File: src/rtl/cpu_pkg.sv
// Shared CPU definitions: instruction field constants, exception codes and
// the exception controller state encoding.
package cpu_pkg;

   localparam logic [5:0] OP_RTYPE = 6'h00;
   localparam logic [5:0] OP_ADDI  = 6'h08;
   localparam logic [5:0] FN_ADD   = 6'h20;
   localparam logic [5:0] FN_SUB   = 6'h22;

   localparam logic [4:0] EXC_INT = 5'd0;
   localparam logic [4:0] EXC_RI  = 5'd10;
   localparam logic [4:0] EXC_OV  = 5'd12;

   typedef enum logic [1:0] {
      ST_IDLE    = 2'd0,
      ST_TAKE    = 2'd1,
      ST_HANDLER = 2'd2,
      ST_RETURN  = 2'd3
   } exc_state_e;

   // Fixed priority: overflow beats illegal instruction beats interrupt.
   function automatic logic [4:0] selectExcCode(input logic ovfHit, input logic riHit);
      if (ovfHit) begin
         return EXC_OV;
      end else if (riHit) begin
         return EXC_RI;
      end
      return EXC_INT;
   endfunction

endpackage

File: src/rtl/exc_ctrl_if.sv
// Bus between the CPU datapath/control unit (master) and the exception
// controller (slave).
interface exc_ctrl_if #(
   parameter int WIDTH   = 32,
   parameter int NUM_IRQ = 4
);
   logic [WIDTH-1:0]     in1;
   logic [WIDTH-1:0]     in2;
   logic [WIDTH-1:0]     result;
   logic [5:0]           opcode;
   logic [5:0]           funct;
   logic                 check_en;
   logic                 illegal_instr;
   logic [WIDTH-1:0]     pc_in;
   logic [NUM_IRQ-1:0]   irq;
   logic [NUM_IRQ-1:0]   irq_mask;
   logic                 eret;
   logic                 ovf;
   logic                 exc_req;
   logic [WIDTH-1:0]     exc_pc;
   logic                 ret_req;
   logic [WIDTH-1:0]     epc;
   logic [NUM_IRQ+4:0]   cause;
   logic                 in_handler;

   modport master (
      output in1, in2, result, opcode, funct, check_en, illegal_instr,
             pc_in, irq, irq_mask, eret,
      input  ovf, exc_req, exc_pc, ret_req, epc, cause, in_handler
   );

   modport slave (
      input  in1, in2, result, opcode, funct, check_en, illegal_instr,
             pc_in, irq, irq_mask, eret,
      output ovf, exc_req, exc_pc, ret_req, epc, cause, in_handler
   );

endinterface

File: src/rtl/exc_ctrl_ovf_detect.sv
// Signed overflow detection for add, sub and addi. Only the operand and
// result sign bits decide overflow; unsigned variants never overflow.
module ovf_detect
   import cpu_pkg::*;
#(
   parameter int WIDTH = 32
) (
   input  logic [WIDTH-1:0] in1_i,
   input  logic [WIDTH-1:0] in2_i,
   input  logic [WIDTH-1:0] result_i,
   input  logic [5:0]       opcode_i,
   input  logic [5:0]       funct_i,
   output logic             ovf_o
);

   logic signA;
   logic signB;
   logic signR;
   logic unusedLowBits;

   assign signA = in1_i[WIDTH-1];
   assign signB = in2_i[WIDTH-1];
   assign signR = result_i[WIDTH-1];

   assign unusedLowBits = ^{in1_i[WIDTH-2:0], in2_i[WIDTH-2:0], result_i[WIDTH-2:0]};

   // Add overflows when like-signed operands give a differently signed result;
   // sub overflows when unlike-signed operands flip the sign of operand A.
   always_comb begin
      ovf_o = 1'b0;
      if (opcode_i == OP_ADDI) begin
         ovf_o = (signA == signB) && (signR != signA);
      end else if (opcode_i == OP_RTYPE) begin
         if (funct_i == FN_ADD) begin
            ovf_o = (signA == signB) && (signR != signA);
         end else if (funct_i == FN_SUB) begin
            ovf_o = (signA != signB) && (signR != signA);
         end
      end
   end

endmodule

File: src/rtl/exc_ctrl.sv
// Exception controller: captures overflow, illegal-instruction and interrupt
// events, saves EPC/Cause, and sequences the PC to the handler and back.
module exc_ctrl
   import cpu_pkg::*;
#(
   parameter int               WIDTH        = 32,
   parameter int               NUM_IRQ      = 4,
   parameter logic [WIDTH-1:0] HANDLER_ADDR = WIDTH'(32'h8000_0180)
) (
   input logic       clk,
   input logic       reset,
   exc_ctrl_if.slave bus
);

   localparam int CAUSE_W = 5 + NUM_IRQ;

   exc_state_e         state_q;
   logic [WIDTH-1:0]   epc_q;
   logic [CAUSE_W-1:0] cause_q;
   logic               excReq_q;
   logic               retReq_q;
   logic [WIDTH-1:0]   excPc_q;
   logic               inHandler_q;

   logic               ovfComb;
   logic [NUM_IRQ-1:0] pendIrq;
   logic               ovfHit;
   logic               riHit;
   logic               irqHit;
   logic               anySrc;
   logic [CAUSE_W-1:0] cause_d;

   ovf_detect #(
      .WIDTH(WIDTH)
   ) u_ovf (
      .in1_i    (bus.in1),
      .in2_i    (bus.in2),
      .result_i (bus.result),
      .opcode_i (bus.opcode),
      .funct_i  (bus.funct),
      .ovf_o    (ovfComb)
   );

   assign pendIrq = bus.irq & bus.irq_mask;
   assign ovfHit  = bus.check_en & ovfComb;
   assign riHit   = bus.check_en & bus.illegal_instr;
   assign irqHit  = |pendIrq;
   assign anySrc  = ovfHit | riHit | irqHit;
   assign cause_d = {pendIrq, selectExcCode(ovfHit, riHit)};

   // Exception sequencer: IDLE samples sources, TAKE pulses the handler jump,
   // HANDLER waits for eret with no nesting, RETURN pulses the jump back.
   always_ff @(posedge clk or posedge reset) begin
      if (reset) begin
         state_q     <= ST_IDLE;
         epc_q       <= '0;
         cause_q     <= '0;
         excReq_q    <= 1'b0;
         retReq_q    <= 1'b0;
         excPc_q     <= '0;
         inHandler_q <= 1'b0;
      end else begin
         case (state_q)
            ST_IDLE: begin
               if (anySrc) begin
                  state_q     <= ST_TAKE;
                  excReq_q    <= 1'b1;
                  excPc_q     <= HANDLER_ADDR;
                  inHandler_q <= 1'b1;
                  epc_q       <= bus.pc_in;
                  cause_q     <= cause_d;
               end
            end
            ST_TAKE: begin
               state_q  <= ST_HANDLER;
               excReq_q <= 1'b0;
               excPc_q  <= '0;
            end
            ST_HANDLER: begin
               cause_q[CAUSE_W-1:5] <= pendIrq;
               if (bus.check_en && bus.eret) begin
                  state_q  <= ST_RETURN;
                  retReq_q <= 1'b1;
                  excPc_q  <= epc_q;
               end
            end
            ST_RETURN: begin
               state_q     <= ST_IDLE;
               retReq_q    <= 1'b0;
               excPc_q     <= '0;
               inHandler_q <= 1'b0;
            end
            default: begin
               state_q <= ST_IDLE;
            end
         endcase
      end
   end

   assign bus.ovf        = ovfComb;
   assign bus.exc_req    = excReq_q;
   assign bus.ret_req    = retReq_q;
   assign bus.exc_pc     = excPc_q;
   assign bus.epc        = epc_q;
   assign bus.cause      = cause_q;
   assign bus.in_handler = inHandler_q;

endmodule

File: src/flat_wrapper.sv
// flat-port wrapper written by rule: the top's interface ports become plain ports
module exc_ctrl_flat import cpu_pkg::*;
#(
   parameter int               WIDTH        = 32,
   parameter int               NUM_IRQ      = 4,
   parameter logic [WIDTH-1:0] HANDLER_ADDR = WIDTH'(32'h8000_0180)
)
  (clk, reset, bus_in1, bus_in2, bus_result, bus_opcode, bus_funct, bus_check_en, bus_illegal_instr, bus_pc_in, bus_irq, bus_irq_mask, bus_eret, bus_ovf, bus_exc_req, bus_exc_pc, bus_ret_req, bus_epc, bus_cause, bus_in_handler);
  exc_ctrl_if #(.WIDTH(WIDTH), .NUM_IRQ(NUM_IRQ)) bus_i ();
  input logic clk;
  input logic reset;
  input wire logic [$bits(bus_i.in1)-1:0] bus_in1;
  input wire logic [$bits(bus_i.in2)-1:0] bus_in2;
  input wire logic [$bits(bus_i.result)-1:0] bus_result;
  input wire logic [$bits(bus_i.opcode)-1:0] bus_opcode;
  input wire logic [$bits(bus_i.funct)-1:0] bus_funct;
  input wire logic [$bits(bus_i.check_en)-1:0] bus_check_en;
  input wire logic [$bits(bus_i.illegal_instr)-1:0] bus_illegal_instr;
  input wire logic [$bits(bus_i.pc_in)-1:0] bus_pc_in;
  input wire logic [$bits(bus_i.irq)-1:0] bus_irq;
  input wire logic [$bits(bus_i.irq_mask)-1:0] bus_irq_mask;
  input wire logic [$bits(bus_i.eret)-1:0] bus_eret;
  output wire logic [$bits(bus_i.ovf)-1:0] bus_ovf;
  output wire logic [$bits(bus_i.exc_req)-1:0] bus_exc_req;
  output wire logic [$bits(bus_i.exc_pc)-1:0] bus_exc_pc;
  output wire logic [$bits(bus_i.ret_req)-1:0] bus_ret_req;
  output wire logic [$bits(bus_i.epc)-1:0] bus_epc;
  output wire logic [$bits(bus_i.cause)-1:0] bus_cause;
  output wire logic [$bits(bus_i.in_handler)-1:0] bus_in_handler;
  assign bus_i.in1 = bus_in1;
  assign bus_i.in2 = bus_in2;
  assign bus_i.result = bus_result;
  assign bus_i.opcode = bus_opcode;
  assign bus_i.funct = bus_funct;
  assign bus_i.check_en = bus_check_en;
  assign bus_i.illegal_instr = bus_illegal_instr;
  assign bus_i.pc_in = bus_pc_in;
  assign bus_i.irq = bus_irq;
  assign bus_i.irq_mask = bus_irq_mask;
  assign bus_i.eret = bus_eret;
  assign bus_ovf = bus_i.ovf;
  assign bus_exc_req = bus_i.exc_req;
  assign bus_exc_pc = bus_i.exc_pc;
  assign bus_ret_req = bus_i.ret_req;
  assign bus_epc = bus_i.epc;
  assign bus_cause = bus_i.cause;
  assign bus_in_handler = bus_i.in_handler;
  exc_ctrl #(.WIDTH(WIDTH), .NUM_IRQ(NUM_IRQ), .HANDLER_ADDR(HANDLER_ADDR)) u_core (.clk(clk), .reset(reset), .bus(bus_i));
endmodule
File: config.mk
export PLATFORM = sky130hd
export DESIGN_NAME = exc_ctrl_flat
export DESIGN_NICKNAME = d
export VERILOG_FILES = /design/src/rtl/cpu_pkg.sv /design/src/rtl/exc_ctrl_if.sv /design/src/rtl/exc_ctrl_ovf_detect.sv /design/src/rtl/exc_ctrl.sv /design/src/flat_wrapper.sv
export SDC_FILE = /design/constraint.sdc
export NUM_CORES = 1
export LEC_CHECK = 0
export BUFFER_PORTS_ARGS = -buffer_cell sky130_fd_sc_hd__clkbuf_2
export CORE_MARGIN = 1
export CORE_UTILIZATION = 40
export CTS_CLUSTER_SIZE = 14
export DETAILED_ROUTE_END_ITERATION = 10
export GPL_TIMING_DRIVEN = 0
export HOLD_SLACK_MARGIN = 0.06
export PLACE_DENSITY_LB_ADDON = 0.15
export SYNTH_ARGS = -nofsm -noshare
export SYNTH_HDL_FRONTEND = slang
export SYNTH_SLANG_ARGS = --single-unit
File: constraint.sdc
create_clock -name clk -period 3.2 [get_ports clk]
set_clock_uncertainty 0.15 [all_clocks]
set_input_delay 0.32 -clock clk [delete_from_list [all_inputs] [get_ports clk]]
set_output_delay 0.32 -clock clk [all_outputs]
set_load 0.02 [all_outputs]
* Word level (Yosys, flattened, before mapping)
Cells that the tools add are included.
** Operators by class
- Eq/ne operators :: 11
- Muxes and demuxes :: 22
- Bitwise gates (word level) :: 5
- Reduce and logical (&&, ||, !) cells :: 17
** Operators with widths (count)
- $pmux W32 S3 :: 1
- $mux W32 :: 2
- $mux W5 :: 3
- $eq A6 B6 Y1 const B :: 2
- $reduce_and A2 Y1 :: 6
- $mux W9 :: 1
- $mux W1 :: 8
- $pmux W2 S4 :: 1
- $pmux W4 S2 :: 1
- $reduce_bool A2 Y1 :: 4
- $eq A6 B4 Y1 const B :: 1
- $logic_not A6 Y1 :: 1
- $pmux W1 S2 :: 3
- $and A4 B4 Y4 :: 1
- $eq A2 B2 Y1 const B :: 2
- $mux W2 :: 2
- $ne A2 B1 Y1 const B :: 2
- $reduce_or A4 Y1 :: 1
- $logic_and A1 B1 Y1 :: 3
- $and A1 B1 Y1 :: 2
- $eq A2 B1 Y1 const B :: 1
- $logic_not A2 Y1 :: 1
- $ne A1 B1 Y1 :: 2
- $or A1 B1 Y1 :: 2
- 2 further kinds :: 2
** Storage, ports and cells
- Register bits after elaboration :: 78
- Output and inout bits :: 77
- Word-level logic and storage cells :: 63

* Longest topological paths before layout
Gate-level depths: netlist of run 1.
- Word-level depth :: 11
- Gate-level depth with buffers :: 9
- Depth with buffers taken out :: 7

* By module
A second synthesis of run 1 with hierarchy kept.
** Second synthesis, totals
- Cell total of the unflattened synthesis :: 225
- Area, all modules :: 3071.7 µm²
** Modules (own cells, without submodules)
- exc_ctrl :: times used 1, cells an instance 214, area each 2987.9 µm²
- ovf_detect :: times used 1, cells an instance 11, area each 83.8 µm²

* Worst setup path after synthesis of run 1
No wires, ideal clock.
- Path type :: reg-to-reg
- Start :: reg u_core.state_q[0]
- End :: reg u_core.excPc_q[0], in the netlist u_core.bus.exc_pc[0]
- Setup time :: 0.121 ns
- Arrival time :: 1.812 ns
- Required time :: 2.929 ns
- Setup slack :: 1.117 ns
- Stages on the path, launching flop included :: 10
- Buffers on the path :: 2
- Cells stage by stage :: dfrtp_1 -> inv_1 -> ha_1 -> inv_1 -> or2_2 -> nor2_1 -> a21oi_1 -> buf_2 -> buf_2 -> a22o_1
** Between the ends
- Longest elaborated chain between the ends :: 3
** RTL lines
- from (decl) :: RTL line exc_ctrl.sv:17 : exc_state_e state_q;
- from (signal assigned) :: RTL line exc_ctrl.sv:55 : state_q <= ST_IDLE;
- from (signal assigned) :: RTL line exc_ctrl.sv:66 : state_q <= ST_TAKE;
- from (signal assigned) :: RTL line exc_ctrl.sv:75 : state_q <= ST_HANDLER;
- $eq A2 B1 Y1 (tied with other cells) :: RTL line exc_ctrl.sv:63 : case (state_q)
- $reduce_or A2 Y1 (no line) or $ne A2 B1 Y1 (tied branches)
- $pmux W32 S3 or $reduce_and A2 Y1 (tied branches)
- to (signal assigned) :: RTL line exc_ctrl.sv:84 : excPc_q <= epc_q;
- to (decl) :: RTL line exc_ctrl.sv:22 : logic [WIDTH-1:0] excPc_q;
Parallel ways exist; a longest one is shown, timed or not.
A chain may end at the register's enable or synchronous reset.

* Final worst setup path of run 1
Same ends and word-level chain as after synthesis.

==> impl_metrics.json, run 1 <==
{
  "outcome": "completed",
  "syn_inst": 235,
  "gr-usage-all-layers_pct": 18.0,
  "ios": 230,
  "grt_pass1_vias": 2513,
  "path_cells": "inv_1 -> ha_1 -> inv_1 -> or2_2 -> nor2_1 -> a21oi_1 -> buf_2 -> buf_2 -> a22o_1",
  "r2r_start": "u_core.state_q[0]",
  "die_w_um": 90.3,
  "htree_levels": 3,
  "fin_nets": 569,
  "synth_top_area_share_pct": 60.9,
  "via_per_inst": 4.76,
  "p_leak_nw": 2.31,
  "hp-class": "in -> reg",
  "drc": 0,
  "synth_compound_area_share_pct": 14.3,
  "dr.pass1.iters": 4,
  "setup.worst_path.start": "u_core.state_q[0]",
  "clkSlewWorstSetupHoldPaths_ps": 70,
  "drive_gt1_share_pct": 47.6,
  "maxSlewViolCount": 0,
  "ys_top_cells_by_area": "dfrtp_1, mux2_2, a22o_1, ha_1, inv_1",
  "fin_cells": 515,
  "synth_top_cell_by_area": "dfrtp_1",
  "postRouteAntennaNets": 0,
  "synth-edff-count": 0,
  "io_buffer_count": 134,
  "antenna_found_initial": 0,
  "fin_crit_sh_pct": 75.5,
  "cts_buffers": 9,
  "cts_root_buf": "clkbuf_8",
  "critPathMaxStageDelay_ps": 400,
  "synthMuxAreaShare_pct": 12.9,
  "clk_latency_ps": 330,
  "drt_iter0_drc": 69,
  "grt.overflow.total": 0,
  "arrival_ps": 2480,
  "yosys.cell_count.top_type": "dfrtp_1",
  "crit_required_ps": 3270,
  "hold_depth": 2,
  "coreArea_mm2": 0.00741,
  "setup_viol": 0,
  "clock.fmax_mhz": 414,
  "synth_top_family_by_area": "compound AO/OA/AOI/OAI gates",
  "cp-start-kind": "flip-flop",
  "routedWlPerCell_um": 13.7,
  "min-delay-start": "bus_pc_in[31]",
  "yosysWarnings": 0,
  "start_util_pct": 42.1,
  "fp-row-count": 31,
  "synth_area_mm2": 0.00312,
  "power_per_cell_area_mw_per_mm2": 940,
  "grt_pass1_wl_um": 11700,
  "final_util_pct": 60.3,
  "cp_max_fo": 10,
  "hold_violations": 0,
  "dp_cells": 470,
  "antenna_cells": 0,
  "dp_slack_ps": 672,
  "ys.flop_type": "dfrtp_1",
  "crit_type": "reg -> reg",
  "cts.path.max_buffers": 2,
  "num_vias": 2453,
  "wl_um": 7040,
  "area_delta_synth_final_pct": 43.3,
  "postCtsSetupBuffers": 0,
  "ys_seq_area_share_pct": 60.9,
  "syn_area_per_cell_um2": 13.3,
  "ir_worst_vdd_uv": 455,
  "setup_ws_ps": 784,
  "cts_tree": "done",
  "die_y_um": 90.3,
  "yosysUniqueCellTypes": 35,
  "grt_start_max_net_pins": 74,
  "cts_resized": 0,
  "min_period_ps": 2420,
  "ys_ff_latch": 76,
  "async_flop_share_pct": 100,
  "slowest_stage": "dfrtp_1",
  "worstSetupEndpointType": "flip-flop",
  "synthAdderAreaFrac_pct": 2.00,
  "synthSimpleGateAreaFrac_pct": 4.73,
  "synth-xor-area-share_pct": 0.281,
  "gp_congestion": 0.756,
  "cap_viol_max_count": 0,
  "die_area_mm2": 0.00816,
  "synth_common_cells": "dfrtp_1, mux2_2, a22o_1, inv_1, nand2_1",
  "finalPower_mw": 4.20,
  "dpl.hpwl_um": 5000,
  "cts.sinks": 76,
  "rsz0062_at_grt": "no",
  "worstRegToRegCells": 9
}
sequential cells by signal, summed over array words and instances, names as in the netlist:
register / flops
u_core.bus.in_handler: 1
u_core.state_q: 2
u_core.bus.exc_req: 1
u_core.bus.exc_pc: 32
u_core.bus.epc: 32
u_core.bus.cause: 7
u_core.bus.ret_req: 1
worst paths after layout:
kind	slack (ps)	endpoint
worst max-delay path	780	u_core.bus.exc_pc[0]
max in group asynchronous	2080	u_core.bus.epc[7]
min in group asynchronous	260	u_core.bus.epc[17]
worst min register to register	360	u_core.bus.exc_pc[10]
worst max register to register	780	u_core.bus.exc_pc[0]
worst min-delay path	80	u_core.bus.epc[31]
power breakdown:
part / switching, mW / internal (mW) / total [mW]
clock network: 0.328 / 0.516 / 0.845
registers: 0.245 / 1.33 / 1.57
logic: 1.03 / 0.752 / 1.79
total: 1.61 / 2.59 / 4.20
timing repair:
| action | 4_1_cts | 5_1_grt |
|---|---|---|
| hold buffers | 29 | 0 |
| setup endpoints to repair | 0 | 0 |
| endpoints found under the hold margin | 104 | 0 |
layer usage:
metal | track usage [%] | share of wire, %
met1 | 23.0 | 44
met5 | 0 | 0
met4 | 4.84 | 0.78
met2 | 29.9 | 49
met3 | 5.39 | 6.7
logic make-up after synthesis:
logic type	after synthesis
AO/OA/AOI/OAI	57
XOR/XNOR	1
adder cells (fa/ha/maj)	5
buffers and inverters	28
flip-flops	76
multiplexers	36
other	1
AND/OR/NAND/NOR	31
final cells by class:
class	count	area (µm²)
Clock inverter	5	100
Clock buffer	11	131
Buffer	13	92.6
Multi-Input combinational cell	132	1070
Inverter	15	58.8
Tap cell	99	124
Timing Repair Buffer	164	988
Sequential cell	76	1900
Fill cell	621	2940
stage by stage:
| step | TNS, ps | instance area, µm² | hold WS, ps |
|---|---|---|---|
| global placement | -8030 | 3920 | 338 |
| detailed placement | 0 | 3950 | 40.2 |
| floorplan | 0 | 3120 | 317 |
| global route | 0 | 4470 | 65.3 |
| CTS | 0 | 4470 | 60.4 |
| finish | 0 | 4470 | 79.5 |
cell usage in the layout (no fill, tap or decap), drive strengths merged, types with 4 or more instances in the layout:
master | netlist | routed
mux2 | 33 | 33
nand2 | 10 | 10
nor2 | 8 | 8
ha | 5 | 5
clkbuf | 2 | 147
buf | 11 | 12
a22o | 29 | 29
o21ai | 6 | 6
o22ai | 4 | 4
a21oi | 6 | 6
dfrtp | 76 | 76
nor3 | 4 | 4
dlygate4sd3 | 0 | 29
inv | 15 | 15
worst max-delay path, delay by kind of cell, from the launching register on:
kind	cells	cell delay, ps
and+or+nand+nor	2	540
adders and majority gates	1	230
buffers and inverters	4	640
DFF	1	400
AOI/OAI and AO/OA	2	340
Note: power is estimated with default switching activity, not from simulation.
==> inputs of run 2 (changes only) <==
==> constraint.sdc (replaced) <==
create_clock -name clk -period 2.3 [get_ports clk]
set_clock_uncertainty 0.15 [all_clocks]
set_input_delay 0.23 -clock clk [delete_from_list [all_inputs] [get_ports clk]]
set_output_delay 0.23 -clock clk [all_outputs]
set_load 0.02 [all_outputs]
==> impl_metrics.json, run 2 (synthesis results as in run 1) <==
{
  "cts_root_buf": "clkbuf_8",
  "die_y_um": 90.3,
  "clkSlewWorstSetupHoldPaths_ps": 70,
  "cp-start-kind": "flip-flop",
  "grt_pass1_wl_um": 11700,
  "die_w_um": 90.3,
  "fin_cells": 523,
  "reg2reg_slack_ps": 90,
  "clk_latency_ps": 340,
  "min_period_ps": 2210,
  "final_common_cell": "clkbuf_2",
  "endpoint": "u_core.state_q[1]",
  "postRouteAntennaNets": 0,
  "via_per_inst": 4.74,
  "path_cells": "inv_2 -> ha_2 -> inv_1 -> or2_2 -> nor2_2 -> a211o_1 -> buf_6 -> mux2_2",
  "dr.pass1.iters": 4,
  "coreArea_mm2": 0.00741,
  "power_per_cell_area_mw_per_mm2": 1260,
  "gr-usage-all-layers_pct": 18.2,
  "use_met2_pct": 29.9,
  "rsz0062_at_grt": "no",
  "fp-row-count": 31,
  "setup_ws_ps": 94.9,
  "dp_cells": 470,
  "busiest_layer": "met2",
  "crit_family": "simple AND/OR/NAND/NOR gates",
  "cp.depth": 8,
  "worst-path-buf-inv": 3,
  "fin_nets": 578,
  "maxSlewViolCount": 0,
  "r2r_start": "u_core.state_q[0]",
  "p_leak_nw": 2.31,
  "finalPower_mw": 5.70,
  "worstSetupEndpointType": "flip-flop",
  "worstRegToRegCells": 8,
  "met3_usage_pct": 4.80,
  "setup.worst_path.start": "u_core.state_q[0]",
  "dp_slack_ps": -140,
  "htree_levels": 3,
  "ir_worst_vdd_uv": 601,
  "whs_ps": 110,
  "hp-class": "in -> reg",
  "ios": 230,
  "max_slew_margin_pct": 44.4,
  "cap_viol_max_count": 0,
  "arrival_ps": 2280,
  "gp_congestion": 0.761,
  "tightest_slew_ps": 832,
  "cts.sinks": 76,
  "postCtsSetupBuffers": 0,
  "drive_gt1_share_pct": 47.9,
  "critPathMaxStageDelay_ps": 410,
  "antenna_cells": 0,
  "grt_pass1_vias": 2440,
  "r2r_end": "u_core.state_q[1]",
  "drt_iter0_drc": 42,
  "fin_tns_setup_ps": 0,
  "slowest_stage": "dfrtp_1",
  "num_vias": 2477,
  "cts_buffers": 9,
  "grt_start_max_net_pins": 40,
  "io_buffer_count": 134,
  "clock.fmax_mhz": 453,
  "grt.overflow.total": 0,
  "drc": 0,
  "start_util_pct": 42.1,
  "cts.path.max_buffers": 2,
  "setup_viol": 0,
  "dpl.hpwl_um": 4960,
  "crit_required_ps": 2380,
  "grt_use_met1_pct": 23.1,
  "fin_crit_sh_pct": 95.9,
  "die_area_mm2": 0.00816,
  "wl_um": 7150,
  "crit_type": "reg -> reg",
  "outcome": "completed",
  "antenna_found_initial": 0,
  "area_delta_synth_final_pct": 45.4,
  "hold_violations": 0,
  "mostFrequentLayoutCells": "clkbuf_2, dfrtp_1, dlygate4sd3_1, mux2_2, a22o_1",
  "cp_max_fo": 7,
  "routedWlPerCell_um": 13.7,
  "cts_tree": "done"
}
[run 2: per-stage QoR]
step	util (%)	cell area, µm²
after global routing	61.3	4540
after CTS	61.0	4520
after floorplan	-	3130
after global placement	52.9	3920
final	61.3	4540
after detailed placement	53.2	3940
[run 2: repair_timing]
action	4_1_cts	5_1_grt
hold endpoints to repair	74	0
cloned	0	0
resized for setup	3	7
endpoints found under the setup margin	47	55
hold buffers	38	0
[run 2: cell type report]
class | count | area (µm²)
buffer | 13 | 97.6
clock inverter | 4 | 48.8
inverter | 15 | 60.1
clock buffer | 11 | 141
fill | 634 | 2870
multi-input combinational | 132 | 1090
sequential | 76 | 1900
tap | 99 | 124
timing repair buffer | 173 | 1070
[run 2: worst min path at each step]
stage	startpoint	to	slack [ps]	depth (start not counted)
6_report	bus_eret	u_core.bus.ret_req	110	3
4_1_cts	bus_eret	u_core.bus.ret_req	100	3
3_5_place_dp	reset	u_core.bus.epc[30]	280	2
2_1_floorplan	bus_illegal_instr	u_core.bus.cause[3]	230	2
5_1_grt	bus_eret	u_core.bus.ret_req	130	3
3_3_place_gp	bus_pc_in[25]	u_core.bus.epc[25]	310	2
[run 2: where the power goes]
group	total [mW]	internal (mW)	switching (mW)
registers	2.18	1.84	0.335
clock network	0.989	0.526	0.464
logic	2.53	1.07	1.46
[run 2: worst register-to-register path, delay by kind of cell (launching register included)]
| family | cells | cell delay, ps |
|---|---|---|
| simple gates | 2 | 490 |
| fa+ha+maj | 1 | 210 |
| compound gates | 1 | 170 |
| buf+inv | 3 | 340 |
| flops | 1 | 410 |
| mux | 1 | 330 |
[run 2: metal layers]
layer	vias up	share of wire, %	wire length, µm
met4	0	0.99	71
li1	1211	-	-
met5	-	0	0
met3	6	5.9	423
met1	1171	45	3240
met2	89	48	3410
